## config.mk

```make
export PLATFORM = sky130hd
export DESIGN_NAME = ysyx_23060332_idu_stage
export DESIGN_NICKNAME = d
export VERILOG_FILES = /design/src/rtl/ysyx_23060332_pkg.sv /design/src/rtl/ysyx_23060332_imm_gen.sv /design/src/rtl/ysyx_23060332_idu_stage.sv
export SDC_FILE = /design/constraint.sdc
export NUM_CORES = 1
export LEC_CHECK = 0
export CORE_UTILIZATION = 48
export CTS_BUF_LIST = sky130_fd_sc_hd__clkbuf_4 sky130_fd_sc_hd__clkbuf_8
export DETAILED_ROUTE_END_ITERATION = 10
export PLACE_DENSITY = 0.83
export SETUP_SLACK_MARGIN = 0.15
export SKIP_LAST_GASP = 1
export SYNTH_ARGS = -nofsm -noshare
export SYNTH_HDL_FRONTEND = slang
export SYNTH_HIERARCHICAL = 1
export SYNTH_SLANG_ARGS = --single-unit
```

## constraint.sdc

```tcl
create_clock -name clk -period 2.9 [get_ports clk]
set_input_delay 0.435 -clock clk [delete_from_list [all_inputs] [get_ports clk]]
set_output_delay 0.435 -clock clk [all_outputs]
set_load 0.01 [all_outputs]
```

## src/rtl/ysyx_23060332_pkg.sv

```systemverilog
// Shared decode definitions for the ysyx_23060332 core.
// Holds opcode/funct constants, the ALU / branch / memory-size encodings,
// the EBREAK/ECALL words, the NOP control bundle, and a funct3-to-ALU helper.
package ysyx_23060332_pkg;

    localparam int unsigned ALU_OP_W = 5;

    // Major opcodes (inst[6:0])
    localparam logic [6:0] OPC_LUI       = 7'b0110111;
    localparam logic [6:0] OPC_AUIPC     = 7'b0010111;
    localparam logic [6:0] OPC_JAL       = 7'b1101111;
    localparam logic [6:0] OPC_JALR      = 7'b1100111;
    localparam logic [6:0] OPC_BRANCH    = 7'b1100011;
    localparam logic [6:0] OPC_LOAD      = 7'b0000011;
    localparam logic [6:0] OPC_STORE     = 7'b0100011;
    localparam logic [6:0] OPC_OP_IMM    = 7'b0010011;
    localparam logic [6:0] OPC_OP        = 7'b0110011;
    localparam logic [6:0] OPC_MISC_MEM  = 7'b0001111;
    localparam logic [6:0] OPC_SYSTEM    = 7'b1110011;
    localparam logic [6:0] OPC_OP_IMM_32 = 7'b0011011;
    localparam logic [6:0] OPC_OP_32     = 7'b0111011;

    // funct3 values
    localparam logic [2:0] F3_ADD  = 3'b000;
    localparam logic [2:0] F3_SLL  = 3'b001;
    localparam logic [2:0] F3_SLT  = 3'b010;
    localparam logic [2:0] F3_SLTU = 3'b011;
    localparam logic [2:0] F3_XOR  = 3'b100;
    localparam logic [2:0] F3_SR   = 3'b101;
    localparam logic [2:0] F3_OR   = 3'b110;
    localparam logic [2:0] F3_AND  = 3'b111;

    localparam logic [2:0] F3_BEQ  = 3'b000;
    localparam logic [2:0] F3_BNE  = 3'b001;
    localparam logic [2:0] F3_BLT  = 3'b100;
    localparam logic [2:0] F3_BGE  = 3'b101;
    localparam logic [2:0] F3_BLTU = 3'b110;
    localparam logic [2:0] F3_BGEU = 3'b111;

    // funct7 values
    localparam logic [6:0] F7_BASE = 7'b0000000;
    localparam logic [6:0] F7_ALT  = 7'b0100000;

    localparam logic [31:0] INST_EBREAK = 32'h0010_0073;
    localparam logic [31:0] INST_ECALL  = 32'h0000_0073;

    typedef enum logic [ALU_OP_W-1:0] {
        ALU_ADD      = 5'd0,
        ALU_SUB      = 5'd1,
        ALU_SLL      = 5'd2,
        ALU_SLT      = 5'd3,
        ALU_SLTU     = 5'd4,
        ALU_XOR      = 5'd5,
        ALU_SRL      = 5'd6,
        ALU_SRA      = 5'd7,
        ALU_OR       = 5'd8,
        ALU_AND      = 5'd9,
        ALU_COPY_OP1 = 5'd10
    } alu_op_t;

    typedef enum logic [2:0] {
        BR_NONE = 3'd0,
        BR_BEQ  = 3'd1,
        BR_BNE  = 3'd2,
        BR_BLT  = 3'd3,
        BR_BGE  = 3'd4,
        BR_BLTU = 3'd5,
        BR_BGEU = 3'd6,
        BR_JAL  = 3'd7
    } br_type_t;

    // Memory access size, mem_op[1:0]
    localparam logic [1:0] MEM_SIZE_B = 2'd0;
    localparam logic [1:0] MEM_SIZE_H = 2'd1;
    localparam logic [1:0] MEM_SIZE_W = 2'd2;
    localparam logic [1:0] MEM_SIZE_D = 2'd3;

    typedef enum logic {
        ST_RUN  = 1'b0,
        ST_HALT = 1'b1
    } state_t;

    typedef struct packed {
        logic       reg_wen;
        alu_op_t    alu_op;
        logic [3:0] mem_op;
        logic       mem_unsigned;
        br_type_t   br_type;
        logic       word_op;
    } ctrl_t;

    localparam ctrl_t NOP_CTRL = '{
        reg_wen:      1'b0,
        alu_op:       ALU_ADD,
        mem_op:       4'b0000,
        mem_unsigned: 1'b0,
        br_type:      BR_NONE,
        word_op:      1'b0
    };

    // alt selects SUB for funct3=000 and SRA for funct3=101.
    function automatic alu_op_t alu_from_f3(input logic [2:0] f3, input logic alt);
        alu_op_t op;
        case (f3)
            F3_ADD:  op = alt ? ALU_SUB : ALU_ADD;
            F3_SLL:  op = ALU_SLL;
            F3_SLT:  op = ALU_SLT;
            F3_SLTU: op = ALU_SLTU;
            F3_XOR:  op = ALU_XOR;
            F3_SR:   op = alt ? ALU_SRA : ALU_SRL;
            F3_OR:   op = ALU_OR;
            default: op = ALU_AND;
        endcase
        return op;
    endfunction

endpackage

```

## src/rtl/ysyx_23060332_imm_gen.sv

```systemverilog
// Immediate generator: extracts and sign-extends the I/S/B/U/J immediates.
// Ports: inst[31:7] (opcode bits are not needed), imm_i/s/b/u/j (XLEN wide).
module ysyx_23060332_imm_gen #(
    parameter int XLEN = 32
) (
    input  logic [31:7]     inst,
    output logic [XLEN-1:0] imm_i,
    output logic [XLEN-1:0] imm_s,
    output logic [XLEN-1:0] imm_b,
    output logic [XLEN-1:0] imm_u,
    output logic [XLEN-1:0] imm_j
);

    // Size casts of signed values sign-extend to XLEN.
    assign imm_i = XLEN'($signed(inst[31:20]));
    assign imm_s = XLEN'($signed({inst[31:25], inst[11:7]}));
    assign imm_b = XLEN'($signed({inst[31], inst[7], inst[30:25], inst[11:8], 1'b0}));
    assign imm_u = XLEN'($signed({inst[31:12], 12'h000}));
    assign imm_j = XLEN'($signed({inst[31], inst[19:12], inst[20], inst[30:21], 1'b0}));

endmodule

```

## src/rtl/ysyx_23060332_idu_stage.sv

```systemverilog
// Instruction decode stage between IFU and EXU.
// Decodes RV32I (plus RV64I W/LD/SD/LWU when XLEN=64) into ALU operands,
// jump operands and control fields, held in a single registered output slot.
// Ports: clk/rst (sync, active high), flush; IFU side in_valid/in_ready,
// inst_i, pc_i; regfile raddr1/raddr2 -> rdata1_i/rdata2_i (same cycle);
// EXU side out_valid/out_ready and the decoded bundle; status illegal/halted.
module ysyx_23060332_idu_stage
    import ysyx_23060332_pkg::*;
#(
    parameter int XLEN            = 32,
    parameter int ALUOP_W         = 5,
    parameter bit HALT_ON_ILLEGAL = 1'b1
) (
    input  logic               clk,
    input  logic               rst,
    input  logic               flush,
    input  logic               in_valid,
    output logic               in_ready,
    input  logic [31:0]        inst_i,
    input  logic [XLEN-1:0]    pc_i,
    output logic [4:0]         raddr1,
    output logic [4:0]         raddr2,
    input  logic [XLEN-1:0]    rdata1_i,
    input  logic [XLEN-1:0]    rdata2_i,
    output logic               out_valid,
    input  logic               out_ready,
    output logic [XLEN-1:0]    op1,
    output logic [XLEN-1:0]    op2,
    output logic [XLEN-1:0]    op1_jump,
    output logic [XLEN-1:0]    op2_jump,
    output logic [XLEN-1:0]    store_data,
    output logic               reg_wen,
    output logic [4:0]         waddr,
    output logic [ALUOP_W-1:0] alu_op,
    output logic [3:0]         mem_op,
    output logic               mem_unsigned,
    output logic [2:0]         br_type,
    output logic               word_op,
    output logic [XLEN-1:0]    pc_o,
    output logic [31:0]        inst_o,
    output logic               illegal,
    output logic               halted
);

    if (XLEN != 32 && XLEN != 64) begin : g_bad_xlen
        $error("ysyx_23060332_idu_stage: XLEN must be 32 or 64");
    end
    if (ALUOP_W != ALU_OP_W) begin : g_bad_aluop_w
        $error("ysyx_23060332_idu_stage: ALUOP_W must match the package");
    end

    localparam bit IS64 = (XLEN == 64);

    logic [XLEN-1:0] imm_i, imm_s, imm_b, imm_u, imm_j;

    ysyx_23060332_imm_gen #(.XLEN(XLEN)) u_imm_gen (
        .inst  (inst_i[31:7]),
        .imm_i (imm_i),
        .imm_s (imm_s),
        .imm_b (imm_b),
        .imm_u (imm_u),
        .imm_j (imm_j)
    );

    logic [6:0] opcode, f7;
    logic [2:0] f3;
    logic [4:0] rd;
    logic [5:0] shamt;
    logic [6:0] shift_hi;
    logic [6:0] shift_sra;

    assign opcode = inst_i[6:0];
    assign f3     = inst_i[14:12];
    assign f7     = inst_i[31:25];
    assign rd     = inst_i[11:7];
    // Shift-immediate fields: on RV64 bit 25 belongs to shamt.
    assign shamt     = IS64 ? inst_i[25:20] : {1'b0, inst_i[24:20]};
    assign shift_hi  = IS64 ? {1'b0, inst_i[31:26]} : inst_i[31:25];
    assign shift_sra = IS64 ? 7'b0010000 : F7_ALT;

    ctrl_t           d_ctrl;
    logic [XLEN-1:0] d_op1, d_op2, d_opj1, d_opj2, d_store;
    logic            d_illegal;
    logic            d_rs1_used, d_rs2_used;

    always_comb begin
        d_ctrl     = NOP_CTRL;
        d_op1      = '0;
        d_op2      = '0;
        d_opj1     = '0;
        d_opj2     = '0;
        d_store    = '0;
        d_illegal  = 1'b0;
        d_rs1_used = 1'b0;
        d_rs2_used = 1'b0;

        case (opcode)
            OPC_LUI: begin
                d_ctrl.reg_wen = 1'b1;
                d_ctrl.alu_op  = ALU_COPY_OP1;
                d_op1          = imm_u;
            end
            OPC_AUIPC: begin
                d_ctrl.reg_wen = 1'b1;
                d_op1          = pc_i;
                d_op2          = imm_u;
            end
            OPC_JAL: begin
                d_ctrl.reg_wen = 1'b1;
                d_ctrl.br_type = BR_JAL;
                d_op1          = pc_i;
                d_op2          = XLEN'(4);
                d_opj1         = pc_i;
                d_opj2         = imm_j;
            end
            OPC_JALR: begin
                d_rs1_used     = 1'b1;
                d_illegal      = (f3 != 3'b000);
                d_ctrl.reg_wen = 1'b1;
                d_ctrl.br_type = BR_JAL;
                d_op1          = pc_i;
                d_op2          = XLEN'(4);
                d_opj1         = rdata1_i;
                d_opj2         = imm_i;
            end
            OPC_BRANCH: begin
                d_rs1_used    = 1'b1;
                d_rs2_used    = 1'b1;
                d_ctrl.alu_op = ALU_SUB;
                d_op1         = rdata1_i;
                d_op2         = rdata2_i;
                d_opj1        = pc_i;
                d_opj2        = imm_b;
                case (f3)
                    F3_BEQ:  d_ctrl.br_type = BR_BEQ;
                    F3_BNE:  d_ctrl.br_type = BR_BNE;
                    F3_BLT:  d_ctrl.br_type = BR_BLT;
                    F3_BGE:  d_ctrl.br_type = BR_BGE;
                    F3_BLTU: d_ctrl.br_type = BR_BLTU;
                    F3_BGEU: d_ctrl.br_type = BR_BGEU;
                    default: d_illegal      = 1'b1;
                endcase
            end
            OPC_LOAD: begin
                d_rs1_used          = 1'b1;
                d_ctrl.reg_wen      = 1'b1;
                d_ctrl.mem_op       = {1'b1, 1'b0, f3[1:0]};
                d_ctrl.mem_unsigned = f3[2];
                d_op1               = rdata1_i;
                d_op2               = imm_i;
                case (f3)
                    3'd0, 3'd1, 3'd2, 3'd4, 3'd5: ;
                    3'd3, 3'd6: d_illegal = !IS64;
                    default:    d_illegal = 1'b1;
                endcase
            end
            OPC_STORE: begin
                d_rs1_used    = 1'b1;
                d_rs2_used    = 1'b1;
                d_ctrl.mem_op = {1'b0, 1'b1, f3[1:0]};
                d_op1         = rdata1_i;
                d_op2         = imm_s;
                d_store       = rdata2_i;
                case (f3)
                    3'd0, 3'd1, 3'd2: ;
                    3'd3:    d_illegal = !IS64;
                    default: d_illegal = 1'b1;
                endcase
            end
            OPC_OP_IMM: begin
                d_rs1_used     = 1'b1;
                d_ctrl.reg_wen = 1'b1;
                d_ctrl.alu_op  = alu_from_f3(f3, 1'b0);
                d_op1          = rdata1_i;
                d_op2          = imm_i;
                if (f3 == F3_SLL) begin
                    d_op2     = XLEN'(shamt);
                    d_illegal = (shift_hi != 7'd0);
                end else if (f3 == F3_SR) begin
                    d_op2         = XLEN'(shamt);
                    d_ctrl.alu_op = alu_from_f3(f3, inst_i[30]);
                    d_illegal     = (shift_hi != 7'd0) && (shift_hi != shift_sra);
                end
            end
            OPC_OP: begin
                d_rs1_used     = 1'b1;
                d_rs2_used     = 1'b1;
                d_ctrl.reg_wen = 1'b1;
                d_ctrl.alu_op  = alu_from_f3(f3, f7 == F7_ALT);
                d_op1          = rdata1_i;
                d_op2          = rdata2_i;
                d_illegal      = !((f7 == F7_BASE) ||
                                   (f7 == F7_ALT && (f3 == F3_ADD || f3 == F3_SR)));
            end
            OPC_OP_IMM_32: begin
                d_rs1_used     = 1'b1;
                d_ctrl.reg_wen = 1'b1;
                d_ctrl.word_op = 1'b1;
                d_ctrl.alu_op  = alu_from_f3(f3, inst_i[30]);
                d_op1          = rdata1_i;
                d_op2          = imm_i;
                case (f3)
                    F3_ADD: d_illegal = !IS64;
                    F3_SLL: begin
                        d_op2     = XLEN'(inst_i[24:20]);
                        d_illegal = !IS64 || (f7 != F7_BASE);
                    end
                    F3_SR: begin
                        d_op2     = XLEN'(inst_i[24:20]);
                        d_illegal = !IS64 || !(f7 == F7_BASE || f7 == F7_ALT);
                    end
                    default: d_illegal = 1'b1;
                endcase
            end
            OPC_OP_32: begin
                d_rs1_used     = 1'b1;
                d_rs2_used     = 1'b1;
                d_ctrl.reg_wen = 1'b1;
                d_ctrl.word_op = 1'b1;
                d_ctrl.alu_op  = alu_from_f3(f3, f7 == F7_ALT);
                d_op1          = rdata1_i;
                d_op2          = rdata2_i;
                d_illegal      = !IS64 ||
                                 !((f7 == F7_BASE && (f3 == F3_ADD || f3 == F3_SLL || f3 == F3_SR)) ||
                                   (f7 == F7_ALT  && (f3 == F3_ADD || f3 == F3_SR)));
            end
            OPC_MISC_MEM: d_illegal = (f3 != 3'b000);
            OPC_SYSTEM:   d_illegal = !(inst_i == INST_ECALL || inst_i == INST_EBREAK);
            default:      d_illegal = 1'b1;
        endcase

        // Illegal words still flow downstream, but as a side-effect-free bundle.
        if (d_illegal) begin
            d_ctrl = NOP_CTRL;
        end
        if (rd == 5'd0) begin
            d_ctrl.reg_wen = 1'b0;
        end
    end

    assign raddr1 = d_rs1_used ? inst_i[19:15] : 5'd0;
    assign raddr2 = d_rs2_used ? inst_i[24:20] : 5'd0;

    state_t state, state_next;
    logic   capture;
    logic   halt_req;

    assign in_ready = (state == ST_RUN) && !flush && (!out_valid || out_ready);
    assign capture  = in_valid && in_ready;
    assign halt_req = (inst_i == INST_EBREAK) || (HALT_ON_ILLEGAL && d_illegal);
    assign halted   = (state == ST_HALT);

    always_comb begin
        state_next = state;
        if (state == ST_RUN && capture && halt_req) begin
            state_next = ST_HALT;
        end
    end

    always_ff @(posedge clk) begin
        if (rst) begin
            state <= ST_RUN;
        end else begin
            state <= state_next;
        end
    end

    ctrl_t ctrl_q;

    always_ff @(posedge clk) begin
        if (rst) begin
            out_valid  <= 1'b0;
            ctrl_q     <= NOP_CTRL;
            op1        <= '0;
            op2        <= '0;
            op1_jump   <= '0;
            op2_jump   <= '0;
            store_data <= '0;
            waddr      <= '0;
            pc_o       <= '0;
            inst_o     <= '0;
            illegal    <= 1'b0;
        end else begin
            if (flush) begin
                out_valid <= 1'b0;
            end else if (capture) begin
                out_valid  <= 1'b1;
                ctrl_q     <= d_ctrl;
                op1        <= d_op1;
                op2        <= d_op2;
                op1_jump   <= d_opj1;
                op2_jump   <= d_opj2;
                store_data <= d_store;
                waddr      <= rd;
                pc_o       <= pc_i;
                inst_o     <= inst_i;
                if (d_illegal) begin
                    illegal <= 1'b1;
                end
            end else if (out_ready) begin
                out_valid <= 1'b0;
            end
        end
    end

    assign reg_wen      = ctrl_q.reg_wen;
    assign alu_op       = ALUOP_W'(ctrl_q.alu_op);
    assign mem_op       = ctrl_q.mem_op;
    assign mem_unsigned = ctrl_q.mem_unsigned;
    assign br_type      = ctrl_q.br_type;
    assign word_op      = ctrl_q.word_op;

endmodule

```

==> metrics.txt, run 1 <==
clock period minus final worst setup slack 2.66 ns; Port Buffer Count 389; largest area contributor in the netlist dfxtp_1; Reg2Reg Depth 6; post-placement cell count 2020; WS Path Type in2out; hold path start rst; max_cap viols 0; clk slew on worst S/H paths 0.06 ns; Hold Vio Cnt, Final 0; largest net degree at the start of global routing 83; violated checks design-rule violations; NumNets Final 1877; worst min-delay path class in2reg; Starting Density 0.493; VDD IR max 402 uV; post-layout util 0.672; GR peak layer met2; routed vias 12556; DRT iter0 DRCs 1509; core area 24500 um^2; PnR worst setup slack 0.239 ns; Placed Area 15500 um^2; # setup viols final 0; Setup crit start kind input port; fin area 16500 um^2; row cnt 57; Worst R2R Setup Slack 0.63 ns; net switching power 2.06 mW; gr usage total 0.340; Mapped Area 12100 um^2; worst rel slew slack 0.179; HPWL after DPL 32.0 mm; RR Startpoint out_valid; RSZ-0062 raised after global routing false; initial antenna violation count 1; drt via density 5.98; Post-synth EDFFs 0; Seq/Total Area, Yosys 0.399; Final Cycle Share 0.917; Worst EP required 2.47 ns; Critical Path Sink Type primary output; Hold EP inst_o[6]; fraction of registers with async set/reset 0; Die W 161 um; Final ANT Viol Nets 0; crit path max fanout 5; leakage dissipation 5.99 nW; Num CTS Buffers 43; Switching Fraction 0.261; Arr. time, crit path 2.23 ns; H-tree Lvls 2; Synth area leaders dfxtp_1, buf_4, nand2_1; worst hold stages 2; Comb power frac 0.139; Layout Cells excl Fill 2099; pwr/cell area 481 nW/um^2; vias in the first global route 11784; status finished with violations; WL/cell 21.9 um; clock share of power 0.427; share of the synthesized area in the top cell type 0.399; Place WS -0.0713 ns; setup TNS 0 ns; synthesized instance count 1503; layout cells sized above 1 0.113; die height 161 um; met1 Use GR 0.420; Achievable Freq 0.376 GHz; Die Area 25800 um^2; Distinct cells, synth 57; number of remaining DRC errors 7; skew final 0.0133 ns; Clock Latency Late Sink 0.54 ns; Mean Syn Cell Area 8.05 um^2; Root Buffer clkbuf_8; first drt pass iteration count 11; Main synth FF type dfxtp_1; fin. max-slew vios 0; number of synthesized register bits 241; Max Root-Sink Buffers 3; yosys warns 6; first-pass GRT wire length 68.7 mm; GR met2 Demand/Resource 0.565; clock sink total 241; worst-margin pin slew 1.22 ns; area grow syn2layout 36.3%; number of top-level pins 391; drt total wl 45.9 mm; Seq pwr share 0.433; gpl congestion 0.875; GR Layer Usage met3 0.0674; Power Internal 5.86 mW; GR Overflow Total 0; R2R Path End op1[14]; TritonCTS clock tree yes
==> layout by cell type (no fill, tap or decap), types with 4 or more instances in the layout <==
cell type and count:
clkbuf_4 17, nor2b_1 7, a21oi_1 137, mux2i_1 32, dfxtp_1 241, nand2b_1 7, nor4_1 7, nand2_1 298
nor3_1 39, clkbuf_8 54, a222oi_1 64, inv_1 10, a221oi_1 32, o21ai_0 35, a22o_1 33, clkdlybuf4s50_1 379
conb_1 15, a211oi_1 32, a31o_2 5, nand3_1 45, dlygate4sd2_1 7, a22oi_1 37, buf_12 12, nor2_1 85
buf_4 77, o41ai_2 4
==> per-stage QoR <==
stage                     hold WS (ns)  power [mW]
final                            0.372        7.92
after global routing             0.372        8.17
after CTS                        0.354        7.95
after detailed placement         0.444        4.58
after global placement           0.438        4.57
after floorplan                  0.476        4.09
==> power by group through the flow <==
stage / clock network (mW) / registers [mW] / logic, mW
CTS: 3.43 / 3.43 / 1.08
global route: 3.57 / 3.44 / 1.17
floorplan: 0 / 3.54 / 0.558
global placement: 0 / 3.50 / 1.07
detailed placement: 0 / 3.50 / 1.08
finish: 3.39 / 3.43 / 1.10
==> cell usage after synthesis (all sizes together), types with 3 or more instances <==
cell type  number
a21oi         138
a31o            5
nand3b          3
nor2           90
inv            10
a211oi         33
a22o           33
buf           198
o31ai           4
clkbuf         96
or2             5
mux2i          32
o41ai           5
nor2b           7
o21ai          38
a221oi         32
a222oi         64
nor4           10
nand2         299
nor3           42
dfxtp         241
nand3          46
nand2b          7
a22oi          37
o21a            3
==> per-layer routing <==
layer	wire length (um)	share of wire
met1	17900	0.39
met2	21700	0.47
met3	4070	0.089
met4	2300	0.050
met5	0	0
==> layout make-up <==
| cell class | count | area [um^2] |
|---|---|---|
| inverters | 10 | 37.5 |
| clock inverters | 4 | 51.3 |
| flip-flops and latches | 241 | 4820 |
| multi-input cells | 971 | 5610 |
| diodes | 1 | 2.50 |
| repair buffers | 477 | 4690 |
| well taps | 324 | 405 |
| fillers | 2013 | 8040 |
| clock buffers | 71 | 871 |
==> worst max-delay path, stage by stage <==
cell and delay, ns:
clkdlybuf4s50_1 0.48, nand3b_1 0.22, buf_4 0.17, nor2_2 0.14
o21ai_2 0.12, nor2_1 0.11, clkdlybuf4s50_1 0.55
==> flip-flops by register name, summed over array words and instances (netlist names) <==
| name | flops |
|---|---|
| op2 | 32 |
| inst_o | 28 |
| waddr | 4 |
| mem_op | 4 |
| alu_op | 4 |
| out_valid | 1 |
| word_op | 1 |
| store_data | 32 |
| br_type | 3 |
| op1_jump | 32 |
| pc_o | 32 |
| reg_wen | 1 |
| op2_jump | 32 |
| mem_unsigned | 1 |
| halted | 1 |
| illegal | 1 |
| op1 | 32 |
==> timing repair <==
item | 4_1_cts | 5_1_grt
hold endpoints to repair | 0 | 0
pin swaps | 0 | 1
gates resized for setup | 8 | 4
buffers inserted | 0 | 3
hold buffers | 0 | 0
endpoints found under the setup margin | 10 | 5
==> worst max path at each step <==
stage          startpoint      endpoint  slack [ns]  depth (start not counted)
4_1_cts         inst_i[2]     raddr2[2]        0.12                          7
3_5_place_dp   inst_i[18]  mem_unsigned       -0.07                          9
2_1_floorplan   inst_i[5]     mem_op[0]        0.73                          8
5_1_grt         inst_i[2]     raddr2[1]        0.15                          7
6_report        inst_i[2]     raddr2[2]        0.24                          7
3_3_place_gp   inst_i[18]  mem_unsigned       -0.06                          9
==> logic make-up (layout without fill, tap and decap cells) <==
| logic type | count (synthesis) | count (layout) | synth area share |
|---|---|---|---|
| buffers and inverters | 304 | 562 | 0.150 |
| xor gates and xnor gates | 1 | 1 | 0.000724 |
| DFF | 241 | 241 | 0.399 |
| AOI/OAI and AO/OA | 404 | 404 | 0.240 |
| muxes | 32 | 32 | 0.0265 |
| and+or+nand+nor | 519 | 519 | 0.183 |
| other | 2 | 16 | 0.000621 |
Power figures use the tool's default switching activity.
==> inputs of run 2 (changes only) <==
Settings changed: SLEW_MARGIN set to 20.
==> run 2 against run 1 <==
The run now ends clean. Global-route usage unchanged. Combinational power hardly changed. Via count decreased by 0.76%. Largest power group unchanged. First-iteration DRC count increased by 6.2%. Register-to-register slack about the same. Total power about the same. Maximum frequency decreased by 1.1%. Non-clock buffer count shrank 2.
==> metrics.txt, run 2 (synthesis results as in run 1) <==
Achievable Freq 0.372 GHz; pwr/cell area 481 nW/um^2; clock period minus final worst setup slack 2.69 ns; worst hold stages 2; Setup crit start inst_i[2]; WS Path Type in2out; RR Startpoint out_valid; initial antenna violation count 1; Arr. time, crit path 2.26 ns; RSZ-0062 raised after global routing true; Max Root-Sink Buffers 3; Port Buffer Count 389; Clock Latency Late Sink 0.55 ns; Design Power 7.92 mW; most common cell after layout, fill and taps aside clkdlybuf4s50_1; area grow syn2layout 36.1%; Starting Density 0.493; VDD IR max 397 uV; Hold EP inst_o[6]; status finished clean; commonest non-fill, non-tap cells in the layout clkdlybuf4s50_1, nand2_1, dfxtp_1; layout cells sized above 1 0.112; worst-margin pin slew 0.756 ns; Final Cycle Share 0.928; fin. max-slew vios 0; clk slew on worst S/H paths 0.07 ns; number of top-level pins 391; Root Buffer clkbuf_8; H-tree Lvls 2; largest net degree at the start of global routing 83; Hold Vio Cnt, Final 0; TritonCTS clock tree yes; leakage dissipation 5.98 nW; Setup crit start kind input port; Critical Path Sink Type primary output; Die Area 25800 um^2; fin area 16500 um^2; number of remaining DRC errors 0; hold path start rst; drt via density 5.94; drt total wl 45.8 mm; skew final 0.0164 ns; WL/cell 21.9 um; max_cap viols 0; NumNets Final 1875; worst min-delay path class in2reg; Worst EP required 2.47 ns; first-pass GRT wire length 68.7 mm; Fillers 2016; Final ANT Viol Nets 0; die height 161 um; R2R Path End op1[14]; Die W 161 um; Worst R2R Setup Slack 0.64 ns; gr usage total 0.340; vias in the first global route 11784; first drt pass iteration count 10; # setup viols final 0; gpl congestion 0.875; Num CTS Buffers 43; crit path max fanout 5; Reg2Reg Depth 6; DRT iter0 DRCs 1603; clock sink total 241; post-layout util 0.671; Placed Area 15500 um^2; GR Overflow Total 0; routed vias 12460; core area 24500 um^2; row cnt 57; HPWL after DPL 32.0 mm; worst rel slew slack 0.496
[run 2: changes by cell type in the layout (fill, tap and decap cells not counted)]
cell,before,now
buf_4,77,75
nand4bb_1,0,1
nand4bb_4,1,0
nor3_2,3,2
nor3_4,0,1
[run 2: how the worst max path moves through the flow]
stage	endpoint	cells past startpoint
after global routing	raddr2[1]	7
after global placement	mem_unsigned	9
after detailed placement	mem_unsigned	9
final	raddr2[2]	7
after floorplan	mem_op[0]	8
after CTS	raddr2[2]	7
[run 2: layout make-up]
cell class / count / area (um^2) / area share
repair buffers: 475 / 4670 / 0.284
well taps: 324 / 405 / 0.0246
diodes: 1 / 2.50 / 0.000152
inverters: 10 / 37.5 / 0.00228
flip-flops and latches: 241 / 4820 / 0.293
clock inverters: 4 / 51.3 / 0.00312
multi-input cells: 971 / 5600 / 0.340
clock buffers: 71 / 871 / 0.0529
[run 2: worst max-delay path, cell delays in order]
cell and delay, ns:
clkdlybuf4s50_1 0.47, nand3b_1 0.23, buf_4 0.17, nor2_2 0.15, o21ai_2 0.13, nor2_1 0.11
clkdlybuf4s50_1 0.56
[run 2: what timing repair did]
| item | in CTS | in global routing |
|---|---|---|
| hold buffers | 0 | 0 |
| setup endpoints to repair | 10 | 5 |
| pin swaps | 0 | 0 |
| buffers inserted | 0 | 1 |
| resized for setup | 8 | 3 |
[run 2: per-layer routing]
metal / GRT usage / vias to the layer above / wire length (um)
li1: - / 5688 / -
met1: 0.420 / 5947 / 17700
met2: 0.565 / 692 / 21800
met3: 0.0674 / 133 / 4070
met4: 0.171 / 0 / 2220
met5: 0 / - / 0
[run 2: through the flow]
stage / setup WS (ns) / hold slack, ns / TNS [ns] / instances
after floorplan: 0.726 / 0.476 / 0 / 1516
after global placement: -0.0625 / 0.438 / -0.195 / 2020
after detailed placement: -0.0713 / 0.444 / -0.277 / 2020
after CTS: 0.119 / 0.354 / 0 / 2095
after global routing: 0.136 / 0.372 / 0 / 2097
final: 0.209 / 0.361 / 0 / 2097
[run 2: power by group]
group	internal [mW]	leakage [nW]	switching, mW	total (mW)
registers	3.39	1.95	0.0430	3.43
logic	0.491	3.54	0.611	1.10
clock network	1.98	0.489	1.41	3.39
